**src/rtl/fetch_pc_queue.sv**
```systemverilog
// fetch_pc_queue: sequential PC fetch stage with a QDEPTH-entry instruction
// queue between the instruction memory port and decode.
//
// Ports
//   Clk, Clr_n                        clock (rising edge), async active-low reset
//   is_exception, exception_new_pc    exception redirect (wins over branch redirect)
//   redirect_valid, redirect_pc       branch/jump redirect
//   stall                             blocks new fetch requests only
//   im_req, im_addr, im_ready         fetch request handshake
//   im_rvalid, im_rdata               in-order fetch responses
//   out_valid, out_pc, out_instr,
//   out_ready                         head-of-queue handshake toward decode
//
// Build option
//   FETCH_PERF_CNT_EN  adds perf_fetch_cnt (accepted requests) and
//                      perf_drop_cnt (discarded responses + flushed filled entries).
//
// Queue bookkeeping: entries are allocated and filled strictly in order, so
// the filled entries always form a contiguous run starting at the head. Only
// head, alloc_cnt and fill_cnt are tracked; the tail and fill slots are offsets
// from the head. drop_cnt counts responses still owed for flushed requests.
module fetch_pc_queue #(
  parameter int                ADDR_W   = 32,
  parameter int                DATA_W   = 32,
  parameter int                QDEPTH   = 4,
  parameter logic [ADDR_W-1:0] RESET_PC = 32'hbfc00000
) (
  input  logic              Clk,
  input  logic              Clr_n,
  input  logic              is_exception,
  input  logic [ADDR_W-1:0] exception_new_pc,
  input  logic              redirect_valid,
  input  logic [ADDR_W-1:0] redirect_pc,
  input  logic              stall,
  output logic              im_req,
  output logic [ADDR_W-1:0] im_addr,
  input  logic              im_ready,
  input  logic              im_rvalid,
  input  logic [DATA_W-1:0] im_rdata,
  output logic              out_valid,
  output logic [ADDR_W-1:0] out_pc,
  output logic [DATA_W-1:0] out_instr,
  input  logic              out_ready
`ifdef FETCH_PERF_CNT_EN
  ,
  output logic [31:0]       perf_fetch_cnt,
  output logic [31:0]       perf_drop_cnt
`endif
);

  localparam int PTR_W = $clog2(QDEPTH);
  localparam int CNT_W = PTR_W + 1;
  localparam logic [CNT_W:0] DEPTH_C = (CNT_W + 1)'(QDEPTH);

  logic [ADDR_W-1:0] fetch_pc_q, fetch_pc_d;
  logic              run_q, run_d;
  logic [PTR_W-1:0]  head_q, head_d;
  logic [CNT_W-1:0]  alloc_cnt_q, alloc_cnt_d;
  logic [CNT_W-1:0]  fill_cnt_q, fill_cnt_d;
  logic [CNT_W-1:0]  drop_cnt_q, drop_cnt_d;
  logic [ADDR_W-1:0] pc_mem_q [QDEPTH];
  logic [ADDR_W-1:0] pc_mem_d [QDEPTH];
  logic [DATA_W-1:0] instr_mem_q [QDEPTH];
  logic [DATA_W-1:0] instr_mem_d [QDEPTH];

  logic              redir_now;
  logic [ADDR_W-1:0] redir_target;
  logic [CNT_W:0]    credit_used;
  logic              accept, pop, rsp_drop, rsp_fill;
  logic [PTR_W-1:0]  tail_idx, fill_idx;

  assign redir_now    = is_exception | redirect_valid;
  assign redir_target = (is_exception ? exception_new_pc : redirect_pc) & ~ADDR_W'(3);
  // Owed-but-discarded responses still occupy a credit until they return.
  assign credit_used  = {1'b0, alloc_cnt_q} + {1'b0, drop_cnt_q};

  // run_q keeps im_req low through reset and the release cycle.
  assign im_req    = run_q & ~stall & ~redir_now & (credit_used < DEPTH_C);
  assign im_addr   = fetch_pc_q;
  assign accept    = im_req & im_ready;
  assign out_valid = (fill_cnt_q != '0);
  assign pop       = out_valid & out_ready;
  assign rsp_drop  = im_rvalid & (drop_cnt_q != '0);
  assign rsp_fill  = im_rvalid & (drop_cnt_q == '0) & (fill_cnt_q != alloc_cnt_q);
  assign tail_idx  = head_q + alloc_cnt_q[PTR_W-1:0];
  assign fill_idx  = head_q + fill_cnt_q[PTR_W-1:0];

  assign out_pc    = out_valid ? pc_mem_q[head_q]    : '0;
  assign out_instr = out_valid ? instr_mem_q[head_q] : '0;

  always_comb begin
    fetch_pc_d  = fetch_pc_q;
    run_d       = 1'b1;
    head_d      = head_q;
    alloc_cnt_d = alloc_cnt_q;
    fill_cnt_d  = fill_cnt_q;
    drop_cnt_d  = drop_cnt_q;
    pc_mem_d    = pc_mem_q;
    instr_mem_d = instr_mem_q;

    if (accept) begin
      pc_mem_d[tail_idx] = fetch_pc_q;
      fetch_pc_d         = fetch_pc_q + ADDR_W'(4);
    end
    if (rsp_fill) begin
      instr_mem_d[fill_idx] = im_rdata;
    end

    if (redir_now) begin
      // Flush everything, including a head popping this cycle. Each unfilled
      // entry still has a response on its way, except one arriving right now.
      fetch_pc_d  = redir_target;
      alloc_cnt_d = '0;
      fill_cnt_d  = '0;
      drop_cnt_d  = drop_cnt_q + (alloc_cnt_q - fill_cnt_q)
                    - CNT_W'(rsp_drop | rsp_fill);
    end else begin
      head_d      = head_q + PTR_W'(pop);
      alloc_cnt_d = alloc_cnt_q + CNT_W'(accept) - CNT_W'(pop);
      fill_cnt_d  = fill_cnt_q + CNT_W'(rsp_fill) - CNT_W'(pop);
      drop_cnt_d  = drop_cnt_q - CNT_W'(rsp_drop);
    end
  end

  always_ff @(posedge Clk or negedge Clr_n) begin
    if (!Clr_n) begin
      fetch_pc_q  <= RESET_PC;
      run_q       <= 1'b0;
      head_q      <= '0;
      alloc_cnt_q <= '0;
      fill_cnt_q  <= '0;
      drop_cnt_q  <= '0;
      for (int i = 0; i < QDEPTH; i++) begin
        pc_mem_q[i]    <= '0;
        instr_mem_q[i] <= '0;
      end
    end else begin
      fetch_pc_q  <= fetch_pc_d;
      run_q       <= run_d;
      head_q      <= head_d;
      alloc_cnt_q <= alloc_cnt_d;
      fill_cnt_q  <= fill_cnt_d;
      drop_cnt_q  <= drop_cnt_d;
      pc_mem_q    <= pc_mem_d;
      instr_mem_q <= instr_mem_d;
    end
  end

`ifdef FETCH_PERF_CNT_EN
  logic [31:0] perf_fetch_q, perf_fetch_d;
  logic [31:0] perf_drop_q, perf_drop_d;

  // A response filling an entry in the redirect cycle is flushed with it.
  always_comb begin
    perf_fetch_d = perf_fetch_q + 32'(accept);
    perf_drop_d  = perf_drop_q + 32'(rsp_drop)
                   + (redir_now ? (32'(fill_cnt_q) + 32'(rsp_fill)) : 32'd0);
  end

  always_ff @(posedge Clk or negedge Clr_n) begin
    if (!Clr_n) begin
      perf_fetch_q <= '0;
      perf_drop_q  <= '0;
    end else begin
      perf_fetch_q <= perf_fetch_d;
      perf_drop_q  <= perf_drop_d;
    end
  end

  assign perf_fetch_cnt = perf_fetch_q;
  assign perf_drop_cnt  = perf_drop_q;
`else
  // No performance counters in this build.
`endif

  // A response must belong either to a flushed request or an unfilled entry.
  rsp_orphan_a: assert property (@(posedge Clk) disable iff (!Clr_n)
    im_rvalid |-> ((drop_cnt_q != '0) || (fill_cnt_q != alloc_cnt_q)));

endmodule

```
**config.mk**
```make
export PLATFORM = sky130hd
export DESIGN_NAME = fetch_pc_queue
export DESIGN_NICKNAME = d
export VERILOG_FILES = /design/src/rtl/fetch_pc_queue.sv
export SDC_FILE = /design/constraint.sdc
export NUM_CORES = 1
export LEC_CHECK = 0
export ABC_AREA = 1
export ABC_CLOCK_PERIOD_IN_PS = 4400
export CORE_ASPECT_RATIO = 1.5
export CORE_MARGIN = 1
export CORE_UTILIZATION = 55
export CTS_CLUSTER_DIAMETER = 40
export DETAILED_ROUTE_END_ITERATION = 12
export PLACE_DENSITY = 0.83
export SKIP_LAST_GASP = 1
export SLEW_MARGIN = 20
export SYNTH_ARGS = -nofsm -noshare
export SYNTH_HDL_FRONTEND = slang
export SYNTH_SLANG_ARGS = --single-unit
```
**constraint.sdc**
```tcl
create_clock -name Clk -period 4.4 [get_ports Clk]
set_clock_uncertainty 0.05 [all_clocks]
set_input_delay 0.88 -clock Clk [delete_from_list [all_inputs] [get_ports Clk]]
set_output_delay 0.88 -clock Clk [all_outputs]
set_load 0.01 [all_outputs]
```
==> results by group <==
Outcome
  • Status: finished, final reports clean

Worst setup path
  • Crit-path leading delay family: buffers and inverters
  • CP Max Fanout: 86
  • Slowest stage cell, crit path: clkdlybuf4s50_1
  • R2r setup slk: 1220 ps
  • Crit. End Element: output pin
  • Worst stage delay on the critical path: 590 ps
  • R2R Path Start: fill_cnt_q[1]
  • Crit path required time: 3470 ps
  • WP buf/inv: 3
  • Critical path launch point type: flop
  • CP Data Arrival Time: 2970 ps
  • R2R Path End: alloc_cnt_q[2]
  • Setup CP Type: reg2out
  • R2R depth: 12
  • Worst path cell trace: inv_4 -> buf_4 -> o21ai_0 -> a21oi_1 -> clkdlybuf4s50_1

Synth
  • Yosys top cell area share: 47.54%
  • Synth Instances: 1948
  • Mapped Avg Cell Area: 7.593 um^2
  • Synth warnings: 0
  • Main area contributors after synthesis: dfrtp_1, nand2_1, o21ai_0
  • Synth area leader: dfrtp_1
  • Mapped cell area: 14790 um^2
  • Seq/Total Area, Yosys: 49.14%
  • #FFs+latches synth: 290
  • Cell variety after synth: 38

Placed design
  • Cell Area, Placed: 16890 um^2
  • Detailed Place HPWL: 25840 um
  • Port bufs: 193
  • Final GP Congestion: 0.8724

GRT
  • GR Overflow Total: 0
  • Largest net degree at the start of global routing: 109
  • GRT Total Usage: 30.47%
  • Initial antenna violation count: 0
  • First-pass GRT wire length: 66970 um
  • Vias in the first global route: 13714

Pwr
  • Leak pwr: 8.376 nW
  • Cell Pwr Density: 421.7 nW/um^2
  • Worst VDD drop: 318.6 uV

Final layout
  • Final Cell Area: 17880 um^2
  • Layout cells sized above 1: 5.827%
  • Final nets: 2209
  • Area Growth Syn to Fin: 20.86%
  • Reg area: 7271 um^2
  • Antenna Cells: 0
  • Multi-input logic area: 6477 um^2
  • Filler instances: 2194

CTS
  • CTS Sinks: 290
  • Worst-skew pair later-pin latency: 570 ps
  • Post-CTS setup buffers: 0
  • Worst-case clock buffer depth: 3
  • Post-CTS Hold Buffers: 0
  • CTS Buf Count: 31
  • Root buffer cell: clkbuf_16
  • Reg clk slew, reported paths: 60 ps
  • Resized Gates After CTS: 0
  • CTS tree: built
  • CTS H-tree lvls: 1

Floorplanning
  • Die Ht: 202.9 um
  • FP Rows: 73
  • Die width: 135.9 um
  • Die ar.: 27570 um^2
  • Initial core utilization: 55.84%
  • I/O pins: 202
  • Core footprint: 26490 um^2

Route
  • DRC: 0
  • Initial DRC count: 1194
  • Pre-antenna DRT Iters: 5
  • ANT nets after route: 0
  • Via/cell ratio: 5.612
  • Vias: 13737
  • Routed Wire Length: 40320 um
  • Per-cell routed wire length: 16.47 um

Run
  • Max cap viols: 0

STA
  • Worst rel slew slack: 44.00%
  • RSZ-0062 raised after global routing: no
  • Final min period: 3898 ps
  • Fin. max-slew vios: 0
  • Max Clk Rate: 256.5 MHz
  • Final TNS setup: 0 ps
  • Worst Max-Slew Pin Slew: 840.0 ps
  • Setup-failing EPs final: 0
  • Tcrit/Tclk final: 88.59%
  • Final Hold Viols: 0

Min path
  • Hold Crit Class: in2async
-- synth_stat cells --
library cell	count
inv_1	128
fa_1	6
ha_1	13
clkbuf_1	48
o21ai_0	250
inv_4	1
nand2_1	471
or2_4	1
dfstp_2	9
nand3_2	2
or2_1	1
nor2_2	3
a31oi_1	4
buf_4	6
nor2_8	1
inv_2	4
o21ai_1	92
xor2_1	7
conb_1	2
a21oi_4	2
a21oi_1	160
or2_2	1
nor3_1	1
o211ai_1	3
nand3b_1	2
xnor2_1	7
o22ai_1	2
buf_2	56
buf_6	1
dfrtp_1	281
nor4_1	1
nand3_1	112
nor2_4	2
nor2_1	248
buf_1	15
nand3_4	1
and2_1	2
nand2_2	2
-- cell usage in the layout (no fill, tap or decap), drive strengths merged --
cell type      count
a21oi            162
a31oi              4
and2               2
buf               36
bufinv             1
clkbuf            37
clkdlybuf4s50    192
clkinv            11
clkinvlp           2
conb               5
dfrtp            281
dfstp              9
fa                 6
ha                13
inv              140
nand2            473
nand3            115
nand3b             2
nor2             254
nor3               1
nor4               1
o211ai             3
o21ai            342
o22ai              2
or2                3
xnor2              7
xor2               7
-- kinds of logic (layout without fill, tap and decap cells) --
kind of cell	count (synthesis)	in the layout	synth area share (%)
adders and majority gates	19	19	1.912
DFF	290	290	49.14
buffers and inverters	259	419	7.266
other	2	5	0.05077
and+or+nand+nor	851	851	23.19
AOI/OAI and AO/OA	513	513	17.61
xor gates and xnor gates	14	14	0.8290
-- power by group --
group | leakage [nW] | switching [mW] | internal (mW) | total [mW]
Combinational | 4.20 | 1.04 | 0.650 | 1.69
Clock | 0.489 | 1.14 | 1.40 | 2.54
Sequential | 3.69 | 0.223 | 3.09 | 3.31
Total | 8.38 | 2.40 | 5.14 | 7.54
-- metal layers --
| layer | up-vias | global-route usage (%) | wire length, um |
|---|---|---|---|
| met3 | 124 | 3.246 | 2389 |
| met4 | 0 | 15.95 | 1882 |
| met2 | 555 | 52.88 | 20470 |
| met1 | 6485 | 36.99 | 15580 |
| met5 | - | 0 | 0 |
| li1 | 6573 | - | - |
-- stage by stage --
step | power (mW) | util, % | std cells | worst slack (ps) | hold WS [ps]
5_1_grt | 7.977 | 67.49 | 2448 | 378.1 | 274.1
2_1_floorplan | 4.430 | - | 1951 | 1076 | 386.6
3_3_place_gp | 4.939 | 63.75 | 2390 | 747.6 | 397.7
4_1_cts | 7.568 | 67.49 | 2448 | 504.3 | 262.1
6_report | 7.539 | 67.49 | 2448 | 502.0 | 223.6
3_5_place_dp | 5.026 | 63.75 | 2390 | 678.1 | 403.8
-- flip-flops by register name, indices dropped and copies added (netlist names) --
register and count:
im_addr 30, drop_cnt_q 3, run_q 1, instr_mem_q 128, head_q 2, alloc_cnt_q 3, pc_mem_q 120, fill_cnt_q 3
-- worst max-delay path by stage --
stage	start	endpoint	slack, ps	cells after the start
3_5_place_dp	im_rvalid	drop_cnt_q[2]	680	12
4_1_cts	head_q[0]	out_pc[8]	500	5
2_1_floorplan	im_rvalid	drop_cnt_q[2]	1080	12
5_1_grt	head_q[0]	out_pc[21]	380	5
6_report	head_q[0]	out_pc[8]	500	5
3_3_place_gp	redirect_valid	im_req	750	5
-- cell type report --
class / count / share of cell area (%)
Sequential cell: 290 / 40.67
Clock buffer: 37 / 4.521
Inverter: 133 / 2.821
Tap cell: 337 / 2.359
Timing Repair Buffer: 228 / 12.37
Multi-Input combinational cell: 1402 / 36.23
Clock inverter: 21 / 1.022
No activity file was read; power rests on OpenSTA's default activity.
